File: config.mk
export PLATFORM = sky130hd
export DESIGN_NAME = fp_unit_arbiter
export DESIGN_NICKNAME = d
export VERILOG_FILES = /design/src/rtl/fp_unit_arbiter_pkg.sv /design/src/rtl/fp_unit_arbiter_rr_pick.sv /design/src/rtl/fp_unit_arbiter.sv
export SDC_FILE = /design/constraint.sdc
export NUM_CORES = 1
export LEC_CHECK = 0
export CORE_AREA = 2 2 156 158
export CTS_BUF_LIST = sky130_fd_sc_hd__clkbuf_8 sky130_fd_sc_hd__clkbuf_16
export CTS_CLUSTER_DIAMETER = 200
export CTS_CLUSTER_SIZE = 14
export DETAILED_ROUTE_END_ITERATION = 8
export DIE_AREA = 0 0 158 160
export HOLD_SLACK_MARGIN = 0.15
export PLACE_DENSITY = 0.6
export REMOVE_ABC_BUFFERS = 1
export SYNTH_ARGS = -nofsm -noshare
export SYNTH_HDL_FRONTEND = slang
export SYNTH_SLANG_ARGS = --single-unit
File: constraint.sdc
create_clock -name Clock -period 3.05 [get_ports Clock]
set_input_delay 0.4575 -clock Clock [delete_from_list [all_inputs] [get_ports Clock]]
set_output_delay 0.4575 -clock Clock [all_outputs]
set_load 0.02 [all_outputs]
File: src/rtl/fp_unit_arbiter_pkg.sv
// Shared definitions for the FP unit arbiter: FSM encoding, default width, clog2 helper.
package fp_unit_arbiter_pkg;

    localparam int unsigned BitwidthDefault = 32;

    typedef enum logic [1:0] {
        StIdle  = 2'd0,
        StLoad  = 2'd1,
        StWaitZ = 2'd2,
        StAckZ  = 2'd3
    } arb_state_e;

    // Index width for n entries; never returns 0 so a single-requester build still has a port.
    function automatic int unsigned clog2(input int unsigned n);
        int unsigned r;
        r = 0;
        while ((32'd1 << r) < n) begin
            r++;
        end
        return (r == 0) ? 1 : r;
    endfunction

endpackage

File: src/rtl/fp_unit_arbiter_rr_pick.sv
// Round-robin picker: first set request at or after ptr, wrapping at NREQ.
module fp_unit_arbiter_rr_pick
    import fp_unit_arbiter_pkg::*;
#(
    parameter int unsigned NREQ = 4,
    parameter int unsigned IDXW = 2
) (
    input  logic [NREQ-1:0] req,
    input  logic [IDXW-1:0] ptr,
    output logic [NREQ-1:0] onehot,
    output logic [IDXW-1:0] idx,
    output logic            any
);

    logic [IDXW-1:0] cand;

    // Scan lanes starting at ptr; the first hit wins and later hits are masked by any.
    always_comb begin
        onehot = '0;
        idx    = '0;
        any    = 1'b0;
        cand   = '0;
        for (int i = 0; i < int'(NREQ); i++) begin
            cand = IDXW'((int'(ptr) + i) % int'(NREQ));
            if (!any && req[cand]) begin
                any = 1'b1;
                idx = cand;
            end
        end
        if (any) begin
            onehot[idx] = 1'b1;
        end
    end

endmodule

File: src/rtl/fp_unit_arbiter.sv
// Shares one strobe/ack FP unit among NREQ requesters, one operation in flight, round-robin.
module fp_unit_arbiter
    import fp_unit_arbiter_pkg::*;
#(
    parameter int unsigned BITWIDTH = BitwidthDefault,
    parameter int unsigned NREQ     = 4,
    parameter int unsigned IDXW     = clog2(NREQ)
) (
    input  logic                     Clock,
    input  logic                     Reset,
    input  logic [NREQ-1:0]          Req,
    input  logic [NREQ*BITWIDTH-1:0] OpA,
    input  logic [NREQ*BITWIDTH-1:0] OpB,
    output logic [NREQ-1:0]          Gnt,
    output logic [NREQ-1:0]          Rsp_vld,
    output logic [BITWIDTH-1:0]      Rsp_data,
    output logic [IDXW-1:0]          Rsp_idx,
    output logic                     Busy,
    output logic [BITWIDTH-1:0]      U_a,
    output logic [BITWIDTH-1:0]      U_b,
    output logic                     U_a_stb,
    output logic                     U_b_stb,
    input  logic                     U_a_ack,
    input  logic                     U_b_ack,
    input  logic [BITWIDTH-1:0]      U_z,
    input  logic                     U_z_stb,
    output logic                     U_z_ack
);

    arb_state_e state_q, state_d;

    logic [IDXW-1:0]     ptr_q, ptr_d;
    logic [IDXW-1:0]     win_q, win_d;
    logic [NREQ-1:0]     gnt_q, gnt_d;
    logic [NREQ-1:0]     rsp_vld_q, rsp_vld_d;
    logic [BITWIDTH-1:0] rsp_data_q, rsp_data_d;
    logic [IDXW-1:0]     rsp_idx_q, rsp_idx_d;
    logic [BITWIDTH-1:0] ua_q, ua_d;
    logic [BITWIDTH-1:0] ub_q, ub_d;
    logic                a_stb_q, a_stb_d;
    logic                b_stb_q, b_stb_d;
    logic                z_ack_q, z_ack_d;

    logic [NREQ-1:0]     pick_onehot;
    logic [IDXW-1:0]     pick_idx;
    logic                pick_any;

    logic [BITWIDTH-1:0] op_a_lane [NREQ];
    logic [BITWIDTH-1:0] op_b_lane [NREQ];

    for (genvar i = 0; i < NREQ; i++) begin : g_lane
        assign op_a_lane[i] = OpA[i*BITWIDTH +: BITWIDTH];
        assign op_b_lane[i] = OpB[i*BITWIDTH +: BITWIDTH];
    end

    fp_unit_arbiter_rr_pick #(
        .NREQ (NREQ),
        .IDXW (IDXW)
    ) u_rr_pick (
        .req    (Req),
        .ptr    (ptr_q),
        .onehot (pick_onehot),
        .idx    (pick_idx),
        .any    (pick_any)
    );

    // State and registered-output storage; synchronous reset aborts any operation in flight.
    always_ff @(posedge Clock) begin
        if (Reset) begin
            state_q    <= StIdle;
            ptr_q      <= '0;
            win_q      <= '0;
            gnt_q      <= '0;
            rsp_vld_q  <= '0;
            rsp_data_q <= '0;
            rsp_idx_q  <= '0;
            ua_q       <= '0;
            ub_q       <= '0;
            a_stb_q    <= 1'b0;
            b_stb_q    <= 1'b0;
            z_ack_q    <= 1'b0;
        end else begin
            state_q    <= state_d;
            ptr_q      <= ptr_d;
            win_q      <= win_d;
            gnt_q      <= gnt_d;
            rsp_vld_q  <= rsp_vld_d;
            rsp_data_q <= rsp_data_d;
            rsp_idx_q  <= rsp_idx_d;
            ua_q       <= ua_d;
            ub_q       <= ub_d;
            a_stb_q    <= a_stb_d;
            b_stb_q    <= b_stb_d;
            z_ack_q    <= z_ack_d;
        end
    end

    // Next-state: LOAD leaves only once both registered strobes have dropped.
    always_comb begin
        state_d = state_q;
        unique case (state_q)
            StIdle:  if (pick_any) state_d = StLoad;
            StLoad:  if (!a_stb_q && !b_stb_q) state_d = StWaitZ;
            StWaitZ: if (U_z_stb) state_d = StAckZ;
            StAckZ:  state_d = StIdle;
            default: state_d = StIdle;
        endcase
    end

    // Next values of the registered outputs; Gnt, Rsp_vld and U_z_ack default low for 1-cycle pulses.
    always_comb begin
        ptr_d      = ptr_q;
        win_d      = win_q;
        gnt_d      = '0;
        rsp_vld_d  = '0;
        rsp_data_d = rsp_data_q;
        rsp_idx_d  = rsp_idx_q;
        ua_d       = ua_q;
        ub_d       = ub_q;
        a_stb_d    = a_stb_q;
        b_stb_d    = b_stb_q;
        z_ack_d    = 1'b0;
        unique case (state_q)
            StIdle: begin
                if (pick_any) begin
                    ua_d    = op_a_lane[pick_idx];
                    ub_d    = op_b_lane[pick_idx];
                    gnt_d   = pick_onehot;
                    win_d   = pick_idx;
                    a_stb_d = 1'b1;
                    b_stb_d = 1'b1;
                    ptr_d   = (pick_idx == IDXW'(NREQ - 1)) ? '0 : pick_idx + 1'b1;
                end
            end
            StLoad: begin
                if (a_stb_q && U_a_ack) a_stb_d = 1'b0;
                if (b_stb_q && U_b_ack) b_stb_d = 1'b0;
            end
            StWaitZ: begin
                if (U_z_stb) z_ack_d = 1'b1;
            end
            StAckZ: begin
                rsp_data_d         = U_z;
                rsp_idx_d          = win_q;
                rsp_vld_d[win_q]   = 1'b1;
            end
            default: ;
        endcase
    end

    assign Gnt      = gnt_q;
    assign Rsp_vld  = rsp_vld_q;
    assign Rsp_data = rsp_data_q;
    assign Rsp_idx  = rsp_idx_q;
    assign Busy     = (state_q != StIdle);
    assign U_a      = ua_q;
    assign U_b      = ub_q;
    assign U_a_stb  = a_stb_q;
    assign U_b_stb  = b_stb_q;
    assign U_z_ack  = z_ack_q;

endmodule

==> metrics.csv <==
stage,metric,value,unit
worst_setup_path,CP max FO,4,
sta,Fmax,0.420,GHz
job,max_cap viols,0,
worst_setup_path,FF-to-FF End,U_b[10],
grt,largest net degree at the start of global routing,115,
grt,grt ovf,0,
drt,routed metal-1 wirelength,10100,µm
drt,DR vias,6804,
synth,Syn Inst Count,704,
synth,number of synthesized register bits,115,
worst_setup_path,FF-to-FF setup slack,0.95,ns
grt,GRT Total Usage,20.1,%
grt,vias in the first global route,6874,
floorplan,Die Y-Extent,160,µm
power_and_ir_drop,worst vdd ir,476,µV
worst_setup_path,worst setup path class,reg2out,
drt,met2 wire length,12900,µm
floorplan,die width,158,µm
sta,clk_skew,0.00827,ns
worst_setup_path,CP required,2.59,ns
finish,most frequent cells in the layout,"406 x clkdlybuf4s50_1, 115 x dfxtp_1, 114 x and3_1",
synth,mapped cell area,0.00642,mm²
drt,top routing layer used,met5,
synth,area share of the largest cell type after synthesis,35.8,%
synth,largest area contributor in the netlist,dfxtp_1,
finish,nets,1379,
drt,via/cell ratio,4.82,
placed_design,HPWL reported at the end of detailed placement,19500,µm
drt,wire length on met3,2720,µm
cts,CTS tree,built,
cts,cts bufs inserted,17,
worst_setup_path,Crit. End Element,primary output,
synth,count of synthesis-stage warnings from yosys,0,
sta,max-slew violations,0,
floorplan,Row Count,57,
sta,Hold Fails Final Rpt,0,
floorplan,Initial Util,27.0,%
run_status,status,"complete, no violations",
sta,final setup vio count,0,
cts,Worst-path clk slew,0.06,ns
worst_setup_path,CP startpoint kind,flip-flop,
worst_setup_path,critical path arrival,1.92,ns
drt,total wire length,26500,µm
finish,Fillers,2368,
sta,WHS,0.450,ns
power_and_ir_drop,Lkg Pwr,4.28,nW
synth,dominant cells by area after synthesis,"dfxtp_1 36%, and3_1 11%, a211oi_1 8.8%, a211oi_2 7.8%, o31ai_2 7.8%",
sta,Max-slew headroom,63.1,%
floorplan,die area,0.0253,mm²
placed_design,Buffers on Ports,406,
worst_setup_path,Crit Reg-Reg Startpoint,ptr_q[0],
grt,initial antenna violation count,2,
cts,worst skew pair latency,0.41,ns
sta,Final period util,78.0,%
cts,CTS Hold Buffers Added,0,
drt,DRT Pass-1 Iters,4,
sta,RSZ-0062 raised after global routing,false,
drt,DRC viols,0,
finish,"most common cell after layout, fill and taps aside",clkdlybuf4s50_1,
worst_hold_path,WHS Path Cells,2,
cts,Clk Tree Root Cell,clkbuf_16,
floorplan,Core ar.,0.0238,mm²
finish,layout cells sized above 1,12.8,%
cts,post-CTS setup buffers,0,
cts,Post-CTS Resized,0,
worst_hold_path,Hold Crit Class,reg2reg,
sta,worst setup margin,0.671,ns
cts,CTS Sinks,115,
sta,Worst-Margin Slew,0.551,ns
floorplan,Ports,407,
drt,Routed Antenna Nets,0,
finish,Layout area overhead,78.1,%
cts,CTS H-Tree Depth,4,
worst_hold_path,Hold Startpoint,U_a[23],
synth,distinct cell type count after synthesis,38,
synth,post-synthesis sequential area ratio,35.8,%
placed_design,gpl congestion,0.774,
drt,DR iter-0 viols,211,
cts,Clock Path Buffers,2,
worst_setup_path,Reg2Reg Depth,7,
worst_hold_path,Worst Hold End,U_a[23],
grt,first-pass GRT wire length,38700,µm
drt,WL per Instance,18.7,µm
synth,Syn Area/Cell,9.12,µm²
sta,fin crit period,2.38,ns
power_and_ir_drop,pwr/cell area,817,mW/mm²
placed_design,post-place setup slack,0.257,ns
## cell families (layout without fill, tap and decap cells)
group | Yosys count | count (layout) | share of synthesized area (%)
adder cells (fa/ha/maj) | 7 | 7 | 1.36
flip-flops | 115 | 115 | 35.8
AO/OA/AOI/OAI | 193 | 193 | 28.7
other | 0 | 1 | 0
AND/OR/NAND/NOR | 262 | 262 | 20.7
multiplexers | 48 | 48 | 7.48
buffers and inverters | 79 | 463 | 5.90
## cell usage after synthesis, drive strengths merged
cell type	count
a211oi	115
dfxtp	115
and3	114
nand2	76
o31ai	57
nor2	51
mux2i	48
clkbuf	44
buf	29
ha	7
o221ai	7
inv	5
nor3	5
a21oi	4
nor2b	4
a21o	3
and2	3
nand2b	3
a22oi	2
o21ai	2
or4	2
a211o	1
a311oi	1
clkinv	1
nand3	1
nor4	1
o21a	1
or3	1
or4b	1
## area by class of cell
class                      count  area (µm²)  area share (%)
clock buffer                  18         439            3.84
clock inverter                14         163            1.42
multi-input combinational    510        3770            32.9
tap                          324         405            3.54
antenna                        1        2.50          0.0219
timing repair buffer         425        4330            37.9
inverter                       6        28.8           0.252
sequential                   115        2300            20.1
## worst max-delay path, stage by stage, from the launching register on
cell and delay (ns):
dfxtp_1 0.38, inv_1 0.10, ha_1 0.25, inv_1 0.14, clkdlybuf4s50_1 0.64
## per-stage QoR
stage | setup TNS [ns] | util, % | area [µm²] | cells | total power [mW]
floorplan | -64.44 | - | 6070 | 631 | 5.04
global placement | 0 | 45.5 | 10800 | 1380 | 7.33
detailed placement | 0 | 45.5 | 10800 | 1380 | 7.38
CTS | 0 | 48.0 | 11400 | 1412 | 9.49
global route | 0 | 48.0 | 11400 | 1412 | 9.90
finish | 0 | 48.0 | 11400 | 1413 | 9.34
## sequential cells by signal (all words and copies together), names as in the netlist, 2 cells and up
register  cells
U_b          32
state_q       2
Rsp_vld       4
Rsp_idx       2
ptr_q         2
U_a          32
win_q         2
Gnt           4
Rsp_data     32
## where the power goes
group	switching [mW]	total (mW)	internal, mW
Clock	0.760	2.06	1.30
Sequential	0.273	2.26	1.99
Combinational	2.72	5.02	2.30
## worst max-delay path by stage
stage | start | slack (ns) | to | cells past startpoint
6_report | state_q[0] | 0.67 | Busy | 4
5_1_grt | Req[3] | 0.53 | U_b[6] | 8
4_1_cts | state_q[0] | 0.64 | Busy | 4
3_5_place_dp | Req[3] | 0.26 | U_b[7] | 8
3_3_place_gp | Req[3] | 0.28 | U_b[6] | 8
2_1_floorplan | Req[2] | -1.13 | U_a[10] | 6
## routing by layer
| metal | vias to the layer above | GRT usage, % |
|---|---|---|
| met4 | 2 | 8.11 |
| met1 | 3116 | 21.4 |
| li1 | 3364 | - |
| met3 | 41 | 7.63 |
| met5 | - | 0 |
| met2 | 281 | 35.5 |
Power figures use the tool's default switching activity.
